[src/rtl/rx_frame_ctrl_if.sv]
// PHY-to-FIFO receive bus for rx_frame_ctrl: PHY byte stream in, FIFO write/commit side out.
// master = PHY/FIFO side that drives the i_* signals, slave = the frame controller.
interface rx_frame_ctrl_if #(
  parameter int unsigned pDATA_W = 8,
  parameter int unsigned pFREE_W = 6
);
  logic               i_rx_dv;
  logic               i_rx_er;
  logic [pDATA_W-1:0] i_rx_data;
  logic [pFREE_W-1:0] i_free;
  logic               o_wr_en;
  logic [pDATA_W-1:0] o_wr_data;
  logic               o_commit;
  logic               o_abort;
  logic [10:0]        o_frame_len;
  logic               o_busy;
  logic [15:0]        o_drop_cnt;

  modport master (
    output i_rx_dv, i_rx_er, i_rx_data, i_free,
    input  o_wr_en, o_wr_data, o_commit, o_abort, o_frame_len, o_busy, o_drop_cnt
  );

  modport slave (
    input  i_rx_dv, i_rx_er, i_rx_data, i_free,
    output o_wr_en, o_wr_data, o_commit, o_abort, o_frame_len, o_busy, o_drop_cnt
  );
endinterface

[src/rtl/rx_frame_ctrl.sv]
// Receive frame controller: strips preamble/SFD, writes payload to the port FIFO, then commits or
// aborts the frame. Define RX_LEN_CHECK_EN to enforce pMIN_LEN/pMAX_LEN frame length limits.
module rx_frame_ctrl #(
  parameter int unsigned pDATA_W  = 8,
  parameter int unsigned pFREE_W  = 6,
  parameter int unsigned pMIN_LEN = 64,
  parameter int unsigned pMAX_LEN = 1518
) (
  input  logic           i_clk_rx,
  input  logic           ireset,
  rx_frame_ctrl_if.slave rx_bus
);

  typedef enum logic [2:0] {
    StWaitIdle,
    StIdle,
    StPreamble,
    StData,
    StDrop,
    StEnd
  } state_e;

  localparam logic [pDATA_W-1:0] PreByte = pDATA_W'('h55);
  localparam logic [pDATA_W-1:0] SfdByte = pDATA_W'('hD5);

  if (pMIN_LEN > pMAX_LEN || pMAX_LEN > 2047) begin : g_bad_len_cfg
    $error("rx_frame_ctrl: pMIN_LEN/pMAX_LEN out of range");
  end

  state_e             state_q;
  logic               drop_q;
  logic               wr_en_q;
  logic [pDATA_W-1:0] wr_data_q;
  logic               commit_q;
  logic               abort_q;
  logic [10:0]        len_q;
  logic [15:0]        drop_cnt_q;

  logic        space_ok;
  logic        len_full;
  logic        abort_end;
  logic [10:0] len_inc;

  // i_free has not yet seen last cycle's write, so one extra entry must be free.
  assign space_ok = rx_bus.i_free > pFREE_W'(wr_en_q);
  assign len_inc  = (len_q == '1) ? len_q : len_q + 11'd1;

`ifdef RX_LEN_CHECK_EN
  assign len_full  = len_q >= 11'(pMAX_LEN);
  assign abort_end = drop_q || (len_q == '0) || (len_q < 11'(pMIN_LEN));
`else
  assign len_full  = 1'b0;
  assign abort_end = drop_q || (len_q == '0);
`endif

  always_ff @(posedge i_clk_rx) begin
    if (ireset) begin
      state_q    <= StWaitIdle;
      drop_q     <= 1'b0;
      wr_en_q    <= 1'b0;
      wr_data_q  <= '0;
      commit_q   <= 1'b0;
      abort_q    <= 1'b0;
      len_q      <= '0;
      drop_cnt_q <= '0;
    end else begin
      wr_en_q  <= 1'b0;
      commit_q <= 1'b0;
      abort_q  <= 1'b0;
      // Length stays visible alongside the commit/abort pulse, then clears.
      if (commit_q || abort_q) begin
        len_q <= '0;
      end

      unique case (state_q)
        StWaitIdle: begin
          if (!rx_bus.i_rx_dv) begin
            state_q <= StIdle;
          end
        end
        StIdle: begin
          if (rx_bus.i_rx_dv) begin
            state_q <= (rx_bus.i_rx_data == PreByte) ? StPreamble : StWaitIdle;
          end
        end
        StPreamble: begin
          if (!rx_bus.i_rx_dv) begin
            state_q <= StIdle;
          end else if (rx_bus.i_rx_er) begin
            state_q <= StWaitIdle;
          end else if (rx_bus.i_rx_data == SfdByte) begin
            state_q <= StData;
          end else if (rx_bus.i_rx_data != PreByte) begin
            state_q <= StWaitIdle;
          end
        end
        StData: begin
          if (!rx_bus.i_rx_dv) begin
            state_q <= StEnd;
          end else if (rx_bus.i_rx_er || !space_ok || len_full) begin
            state_q <= StDrop;
            drop_q  <= 1'b1;
          end else begin
            wr_en_q   <= 1'b1;
            wr_data_q <= rx_bus.i_rx_data;
            len_q     <= len_inc;
          end
        end
        StDrop: begin
          if (!rx_bus.i_rx_dv) begin
            state_q <= StEnd;
          end
        end
        StEnd: begin
          state_q <= StIdle;
          drop_q  <= 1'b0;
          if (abort_end) begin
            abort_q <= 1'b1;
            if (drop_cnt_q != '1) begin
              drop_cnt_q <= drop_cnt_q + 16'd1;
            end
          end else begin
            commit_q <= 1'b1;
          end
        end
        default: state_q <= StWaitIdle;
      endcase
    end
  end

  assign rx_bus.o_wr_en     = wr_en_q;
  assign rx_bus.o_wr_data   = wr_data_q;
  assign rx_bus.o_commit    = commit_q;
  assign rx_bus.o_abort     = abort_q;
  assign rx_bus.o_frame_len = len_q;
  assign rx_bus.o_busy      = (state_q != StIdle) && (state_q != StWaitIdle);
  assign rx_bus.o_drop_cnt  = drop_cnt_q;

endmodule

[src/flat_wrapper.sv]
// flat-port wrapper written by rule: the top's interface ports become plain ports
module rx_frame_ctrl_flat 
#(
  parameter int unsigned pDATA_W  = 8,
  parameter int unsigned pFREE_W  = 6,
  parameter int unsigned pMIN_LEN = 64,
  parameter int unsigned pMAX_LEN = 1518
)
  (i_clk_rx, ireset, rx_bus_i_rx_dv, rx_bus_i_rx_er, rx_bus_i_rx_data, rx_bus_i_free, rx_bus_o_wr_en, rx_bus_o_wr_data, rx_bus_o_commit, rx_bus_o_abort, rx_bus_o_frame_len, rx_bus_o_busy, rx_bus_o_drop_cnt);
  rx_frame_ctrl_if #(.pDATA_W(pDATA_W), .pFREE_W(pFREE_W)) rx_bus_i ();
  input  logic i_clk_rx;
  input  logic ireset;
  input wire logic [$bits(rx_bus_i.i_rx_dv)-1:0] rx_bus_i_rx_dv;
  input wire logic [$bits(rx_bus_i.i_rx_er)-1:0] rx_bus_i_rx_er;
  input wire logic [$bits(rx_bus_i.i_rx_data)-1:0] rx_bus_i_rx_data;
  input wire logic [$bits(rx_bus_i.i_free)-1:0] rx_bus_i_free;
  output wire logic [$bits(rx_bus_i.o_wr_en)-1:0] rx_bus_o_wr_en;
  output wire logic [$bits(rx_bus_i.o_wr_data)-1:0] rx_bus_o_wr_data;
  output wire logic [$bits(rx_bus_i.o_commit)-1:0] rx_bus_o_commit;
  output wire logic [$bits(rx_bus_i.o_abort)-1:0] rx_bus_o_abort;
  output wire logic [$bits(rx_bus_i.o_frame_len)-1:0] rx_bus_o_frame_len;
  output wire logic [$bits(rx_bus_i.o_busy)-1:0] rx_bus_o_busy;
  output wire logic [$bits(rx_bus_i.o_drop_cnt)-1:0] rx_bus_o_drop_cnt;
  assign rx_bus_i.i_rx_dv = rx_bus_i_rx_dv;
  assign rx_bus_i.i_rx_er = rx_bus_i_rx_er;
  assign rx_bus_i.i_rx_data = rx_bus_i_rx_data;
  assign rx_bus_i.i_free = rx_bus_i_free;
  assign rx_bus_o_wr_en = rx_bus_i.o_wr_en;
  assign rx_bus_o_wr_data = rx_bus_i.o_wr_data;
  assign rx_bus_o_commit = rx_bus_i.o_commit;
  assign rx_bus_o_abort = rx_bus_i.o_abort;
  assign rx_bus_o_frame_len = rx_bus_i.o_frame_len;
  assign rx_bus_o_busy = rx_bus_i.o_busy;
  assign rx_bus_o_drop_cnt = rx_bus_i.o_drop_cnt;
  rx_frame_ctrl #(.pDATA_W(pDATA_W), .pFREE_W(pFREE_W), .pMIN_LEN(pMIN_LEN), .pMAX_LEN(pMAX_LEN)) u_core (.i_clk_rx(i_clk_rx), .ireset(ireset), .rx_bus(rx_bus_i));
endmodule
[config.mk]
export PLATFORM = sky130hd
export DESIGN_NAME = rx_frame_ctrl_flat
export DESIGN_NICKNAME = d
export VERILOG_FILES = /design/src/rtl/rx_frame_ctrl_if.sv /design/src/rtl/rx_frame_ctrl.sv /design/src/flat_wrapper.sv
export SDC_FILE = /design/constraint.sdc
export NUM_CORES = 1
export LEC_CHECK = 0
export ABC_AREA = 0
export CAP_MARGIN = 20
export CORE_UTILIZATION = 48
export DETAILED_ROUTE_END_ITERATION = 7
export PLACE_DENSITY_LB_ADDON = 0.3
export SLEW_MARGIN = 5
export SYNTH_ARGS = -nofsm -noshare
export SYNTH_HDL_FRONTEND = slang
export SYNTH_SLANG_ARGS = --single-unit
[constraint.sdc]
create_clock -name i_clk_rx -period 2.3 [get_ports i_clk_rx]
set_clock_uncertainty 0.2 [all_clocks]
set_input_delay 0.345 -clock i_clk_rx [delete_from_list [all_inputs] [get_ports i_clk_rx]]
set_output_delay 0.345 -clock i_clk_rx [all_outputs]
set_load 0.005 [all_outputs]
==> results.cfg, run 1 <==
[layout]
drive_gt1_frac = 0.142
diodes = 0
final_cell_mix = 56 x clkdlybuf4s50_1, 42 x dfxtp_1, 41 x nor2_1, 19 x buf_4, 15 x xnor2_1
layout.cells.non_filler = 368
fin_nets = 340
area_delta_synth_final_pct = 41.4
layout_commonest_cell = clkdlybuf4s50_1

[pwr]
power.switching_uw = 261
p_per_area_nw_per_um2 = 416
vdd_drop_max_mv = 0.278
power_mw = 1.24
p_comb_frac = 0.057
clockPowerShare = 0.354
internal-power_uw = 979
sw_frac_of_total = 0.211
p_leak_nw = 1.09
seqPwrFrac = 0.589

[die]
start_util = 0.512
dieWidth_um = 68.3
core-area_sq_um = 4120
num_io_pins = 57
num_rows = 23
die_h_um = 68.3
die_area_sq_um = 4660

[place]
place_inst = 361
dp_worst_setup_slack_ns = -0.225
hpwl_um = 3430
numPortBuffers = 56
routabilityCongestion = 0.824

[min_path]
worstHoldPathType = flip-flop to flip-flop
hp-start = u_core.drop_q
min_path_cells = 2

[flow_run]
maxCapViolCount = 0

[global_route]
globalRoute.totalOverflow = 0
grt_pass1_vias = 1729
antenna_found_initial = 0
track_usage = 0.212
grt_max_degree = 41
grt_first_pass_wirelength_um = 7400

[synthesis]
synth-main-ff-cell = dfxtp_1
synth_edf_count = 0
netlist_area_sq_um = 2110
synth.distinct_cells = 49
syn_avg_cell_area_sq_um = 8.67
synthMuxAreaShare = 0.0493
synth_top_family_by_area = simple AND/OR/NAND/NOR gates
synth_xor_area_frac = 0.0624
synthArstFlopShare = 0
synth_nets = 265
synth_fa_ha_area_frac = 0.0238
yosysWarningCount = 0
ys_seq_area_frac = 0.399
yosys.area_share.simple = 0.299
syn_inst = 243
synth-compound-area-share = 0.123
synth_seq_cells = 42

[timing]
slew_viol_final = 0
worst_pin_slew_ns = 0.676
slew_headroom = 0.546
finalSetupTns_ns = 0
setup_violations = 0
rsz0062_at_grt = true
setup_slack_ns = 0.0349
finalHoldViolations = 0
min_period_ns = 2.27
max_freq_mhz = 441
period_share = 0.985

[routing]
vias = 2013
first_iter_violations = 138
routedWlPerCell_um = 13.3
drc = 0
firstDrtPassIters = 4
drtAntennaViolNets = 0
viasPerCell = 5.47
totalWireLength_um = 4900

[setup_path]
ff2ff_path_depth = 7
rr_startpoint = u_core.rx_bus.o_frame_len[0]
required_ns = 2.27
cp_max_fo = 7
arrival_ns = 2.23
crit_path_end_kind = flip-flop
crit_type = input port to flip-flop
cp-start-kind = input port
crit_start = rx_bus_i_free[0]

[clock_tree]
insertion_delay_ns = 0.29
cts.path.max_buffers = 2
cts_inserted_buffers = 5
clkTransAtPathRegs_ns = 0.07
cts_tree = built
cts.htree.levels = 2
root_buffer = clkbuf_8
clock-sinks = 42

[status]
status = finished clean
stage by stage:
stage / area [sq um] / hold slack [ns] / utilization
floorplan: 2110 / 0.231 / -
global placement: 2840 / 0.244 / 0.691
detailed placement: 2840 / 0.252 / 0.691
CTS: 2930 / 0.280 / 0.712
global route: 2980 / 0.324 / 0.724
finish: 2980 / 0.301 / 0.724
final timing paths:
check / slack (ns) / to
worst max-delay path: 0.03 / u_core.rx_bus.o_frame_len[8]
worst min-delay path: 0.30 / u_core.drop_q
worst max register to register: 0.17 / u_core.rx_bus.o_drop_cnt[14]
worst min register to register: 0.30 / u_core.drop_q
state kept, by name (all words and copies together) (netlist names):
register	flops
u_core.rx_bus.o_abort	1
u_core.rx_bus.o_wr_data	8
u_core.rx_bus.o_frame_len	11
u_core.drop_q	1
u_core.state_q	3
u_core.rx_bus.o_drop_cnt	16
u_core.rx_bus.o_commit	1
u_core.rx_bus.o_wr_en	1
final cells by class:
class                   instances  area [sq um]
inverters                      11          41.3
multi-input cells             182          1240
fillers                       321          1130
well taps                      50          62.6
flip-flops and latches         42           841
clock buffers                   7          76.3
repair buffers                 76           723
cells by family after synthesis:
| group | after synthesis |
|---|---|
| flops | 42 |
| compound gates | 37 |
| mux | 10 |
| fa+ha+maj | 4 |
| simple gates | 116 |
| buf+inv | 19 |
| xor+xnor | 15 |
timing repair:
action,in CTS,in global routing
setup buffers,0,0
setup endpoints to repair,3,9
cloned,0,0
hold buffers,0,0
gates resized for setup,2,7
power groups by stage:
stage / combinational, mW / sequential (mW) / clock (mW)
2_1_floorplan: 0.0283 / 0.746 / 0
3_3_place_gp: 0.0688 / 0.747 / 0
3_5_place_dp: 0.0701 / 0.747 / 0
4_1_cts: 0.0702 / 0.730 / 0.452
5_1_grt: 0.0764 / 0.730 / 0.484
6_report: 0.0703 / 0.730 / 0.439
critical path, stage by stage:
cell             delay, ns
clkdlybuf4s50_1       0.45
inv_1                 0.04
ha_1                  0.25
o21bai_1              0.20
o211ai_2              0.13
buf_4                 0.18
nor4_1                0.35
xnor2_1               0.17
o21ai_0               0.11
layer usage:
| metal | global-route usage | up-vias | share of wire |
|---|---|---|---|
| met5 | 0 | - | 0 |
| met4 | 0.0781 | 0 | 0.015 |
| met3 | 0.0433 | 9 | 0.038 |
| met2 | 0.357 | 56 | 0.47 |
| met1 | 0.265 | 928 | 0.47 |
| li1 | - | 1020 | - |
synthesized netlist by cell type, types with 2 or more instances:
cell,number,area [sq um]
nand4_1,5,31.3
xnor2_1,15,131
nor4_1,10,62.6
nor4bb_1,2,20.0
mux2_1,2,22.5
a31o_2,2,17.5
nor3b_1,4,30.0
clkbuf_1,3,11.3
dfxtp_1,42,841
nor4b_1,2,17.5
a211oi_1,2,15.0
buf_4,3,22.5
o21ai_0,9,45.0
nor2b_1,4,25.0
a21oi_1,11,55.1
and4_1,2,17.5
mux2i_1,7,70.1
ha_1,4,50.1
nor3_1,8,40.0
nand2_1,14,52.6
nor2_1,41,154
nand3_1,11,55.1
inv_1,11,41.3
nand2b_1,3,18.8
a21o_1,2,15.0
No activity file was read; power rests on OpenSTA's default activity.
==> run 2, diff against run 1 <==
--- a/config.mk
+++ b/config.mk
@@ -10,6 +10,7 @@
 export CORE_UTILIZATION = 48
 export DETAILED_ROUTE_END_ITERATION = 7
 export PLACE_DENSITY_LB_ADDON = 0.3
+export RECOVER_POWER = 25
 export SLEW_MARGIN = 5
 export SYNTH_ARGS = -nofsm -noshare
 export SYNTH_HDL_FRONTEND = slang
==> run 2 against run 1 <==
Compared with the run above:
- final area unchanged
- core utilization unchanged
- sequential power about the same
- register-to-register slack about the same
- first-iteration DRC count decreased by 0.72%
- worst hold slack got worse by 0.0025 ns
- maximum frequency increased by 0.48%
- die area unchanged
- global-route usage unchanged
==> results.cfg, run 2 (same netlist as run 1, synthesis figures left out) <==
[flow_run]
maxCapViolCount = 0

[timing]
worst_pin_slew_ns = 0.693
rsz0062_at_grt = true
period_share = 0.980
slew_viol_final = 0
min_period_ns = 2.25
setup_slack_ns = 0.0458
finalHoldViolations = 0
setup_violations = 0
slew_headroom = 0.534
max_freq_mhz = 444

[clock_tree]
cts_hold_buf = 0
clock-sinks = 42
insertion_delay_ns = 0.29
root_buffer = clkbuf_8
cts.htree.levels = 2
post_cts_buffers = 0
cts.path.max_buffers = 2
cts_inserted_buffers = 5
cts_resized = 2
clkTransAtPathRegs_ns = 0.07
cts_tree = built

[die]
core-area_sq_um = 4120
dieWidth_um = 68.3
start_util = 0.512
num_rows = 23
die_area_sq_um = 4660
num_io_pins = 57
die_h_um = 68.3

[setup_path]
cp-start-kind = input port
rr_startpoint = u_core.rx_bus.o_drop_cnt[0]
crit_start = rx_bus_i_free[0]
critPathCapture = u_core.rx_bus.o_frame_len[8]
r2r_end = u_core.rx_bus.o_drop_cnt[14]
required_ns = 2.27
arrival_ns = 2.22
cp_num_cells = 9
ff2ff_path_depth = 6
slowest_stage = clkdlybuf4s50_1
crit_path_end_kind = flip-flop
timing.critical_path.buf_inv = 3
cp_max_fo = 7
cpPeakStageDelay_ns = 0.45
crit_type = input port to flip-flop
crit_chain = clkdlybuf4s50_1, inv_1, ha_1, o21bai_1, o211ai_2, buf_4, nor4_1, xnor2_1, o21ai_0
cpLargestDelayFamily = buffers and inverters
reg2reg_slack_ns = 0.16

[layout]
drive_gt1_frac = 0.142
fin_nets = 340
postLayoutCoreUtil = 0.724
diodes = 0
final_cell_mix = 42 x dfxtp_1, 41 x nor2_1, 41 x clkdlybuf4s50_1, 19 x buf_4
layout_commonest_cell = dfxtp_1
area_delta_synth_final_pct = 41.4
largest_reg_flops = 16

[place]
hpwl_um = 3430
numPortBuffers = 56
dp_worst_setup_slack_ns = -0.225
routabilityCongestion = 0.824

[routing]
totalWireLength_um = 4850
first_iter_violations = 137
viasPerCell = 5.43
vias = 1999
drtAntennaViolNets = 0
drc = 0
firstDrtPassIters = 4
routedWlPerCell_um = 13.2

[pwr]
vdd_drop_max_mv = 0.278
seqPwrFrac = 0.589
internal-power_uw = 979
p_leak_nw = 1.15
clockPowerShare = 0.354
sw_frac_of_total = 0.211
power.switching_uw = 261
p_per_area_nw_per_um2 = 416
p_comb_frac = 0.057

[global_route]
grt_pass1_vias = 1729
antenna_found_initial = 0
track_usage = 0.212
globalRoute.totalOverflow = 0
grt_max_degree = 41
grt_first_pass_wirelength_um = 7400

[status]
status = finished clean

[min_path]
worstHoldPathType = flip-flop to flip-flop
run 2: cell count changes in the layout (fill, tap and decap cells not counted):
cell	previous run	this run
clkdlybuf4s50_1	56	41
dlygate4sd3_1	0	15
run 2: layout make-up:
class,count,area (sq um)
clock buffers,7,76.3
fillers,321,1130
inverters,11,41.3
multi-input cells,182,1240
flip-flops and latches,42,841
well taps,50,62.6
repair buffers,76,723
run 2: routing by layer:
metal | share of wire | routed length (um) | GRT usage
met4 | 0.014 | 67 | 0.0781
met5 | 0 | 0 | 0
met1 | 0.46 | 2250 | 0.265
met3 | 0.044 | 213 | 0.0433
met2 | 0.48 | 2310 | 0.357
run 2: worst min path at each step:
stage / from / endpoint / slack [ns] / depth (start not counted)
global route: u_core.drop_q / u_core.drop_q / 0.32 / 2
floorplan: u_core.drop_q / u_core.drop_q / 0.23 / 2
finish: u_core.rx_bus.o_wr_data[7] / u_core.rx_bus.o_wr_data[7] / 0.30 / 2
CTS: u_core.drop_q / u_core.drop_q / 0.28 / 2
global placement: u_core.drop_q / u_core.drop_q / 0.24 / 2
detailed placement: u_core.drop_q / u_core.drop_q / 0.25 / 2
run 2: metrics by stage:
step           TNS [ns]  cells  area, sq um  hold slack [ns]  power [mW]
5_1_grt          -0.293    368         2980            0.324        1.29
6_report              0    368         2980            0.299        1.24
3_5_place_dp      -3.01    361         2840            0.252       0.817
4_1_cts               0    368         2930            0.280        1.25
3_3_place_gp      -2.28    361         2840            0.244       0.816
2_1_floorplan         0    243         2110            0.231       0.775
run 2: worst min-delay path, delay by kind of cell (launching register included):
family	cells	cell delay, ns
AOI/OAI and AO/OA	1	0.06
and+or+nand+nor	1	0.07
DFF	1	0.33
run 2: power by group through the flow:
stage	logic, mW	registers [mW]	clock network, mW
finish	0.0703	0.730	0.439
floorplan	0.0283	0.746	0
global placement	0.0688	0.747	0
CTS	0.0702	0.730	0.452
global route	0.0764	0.730	0.484
detailed placement	0.0701	0.747	0
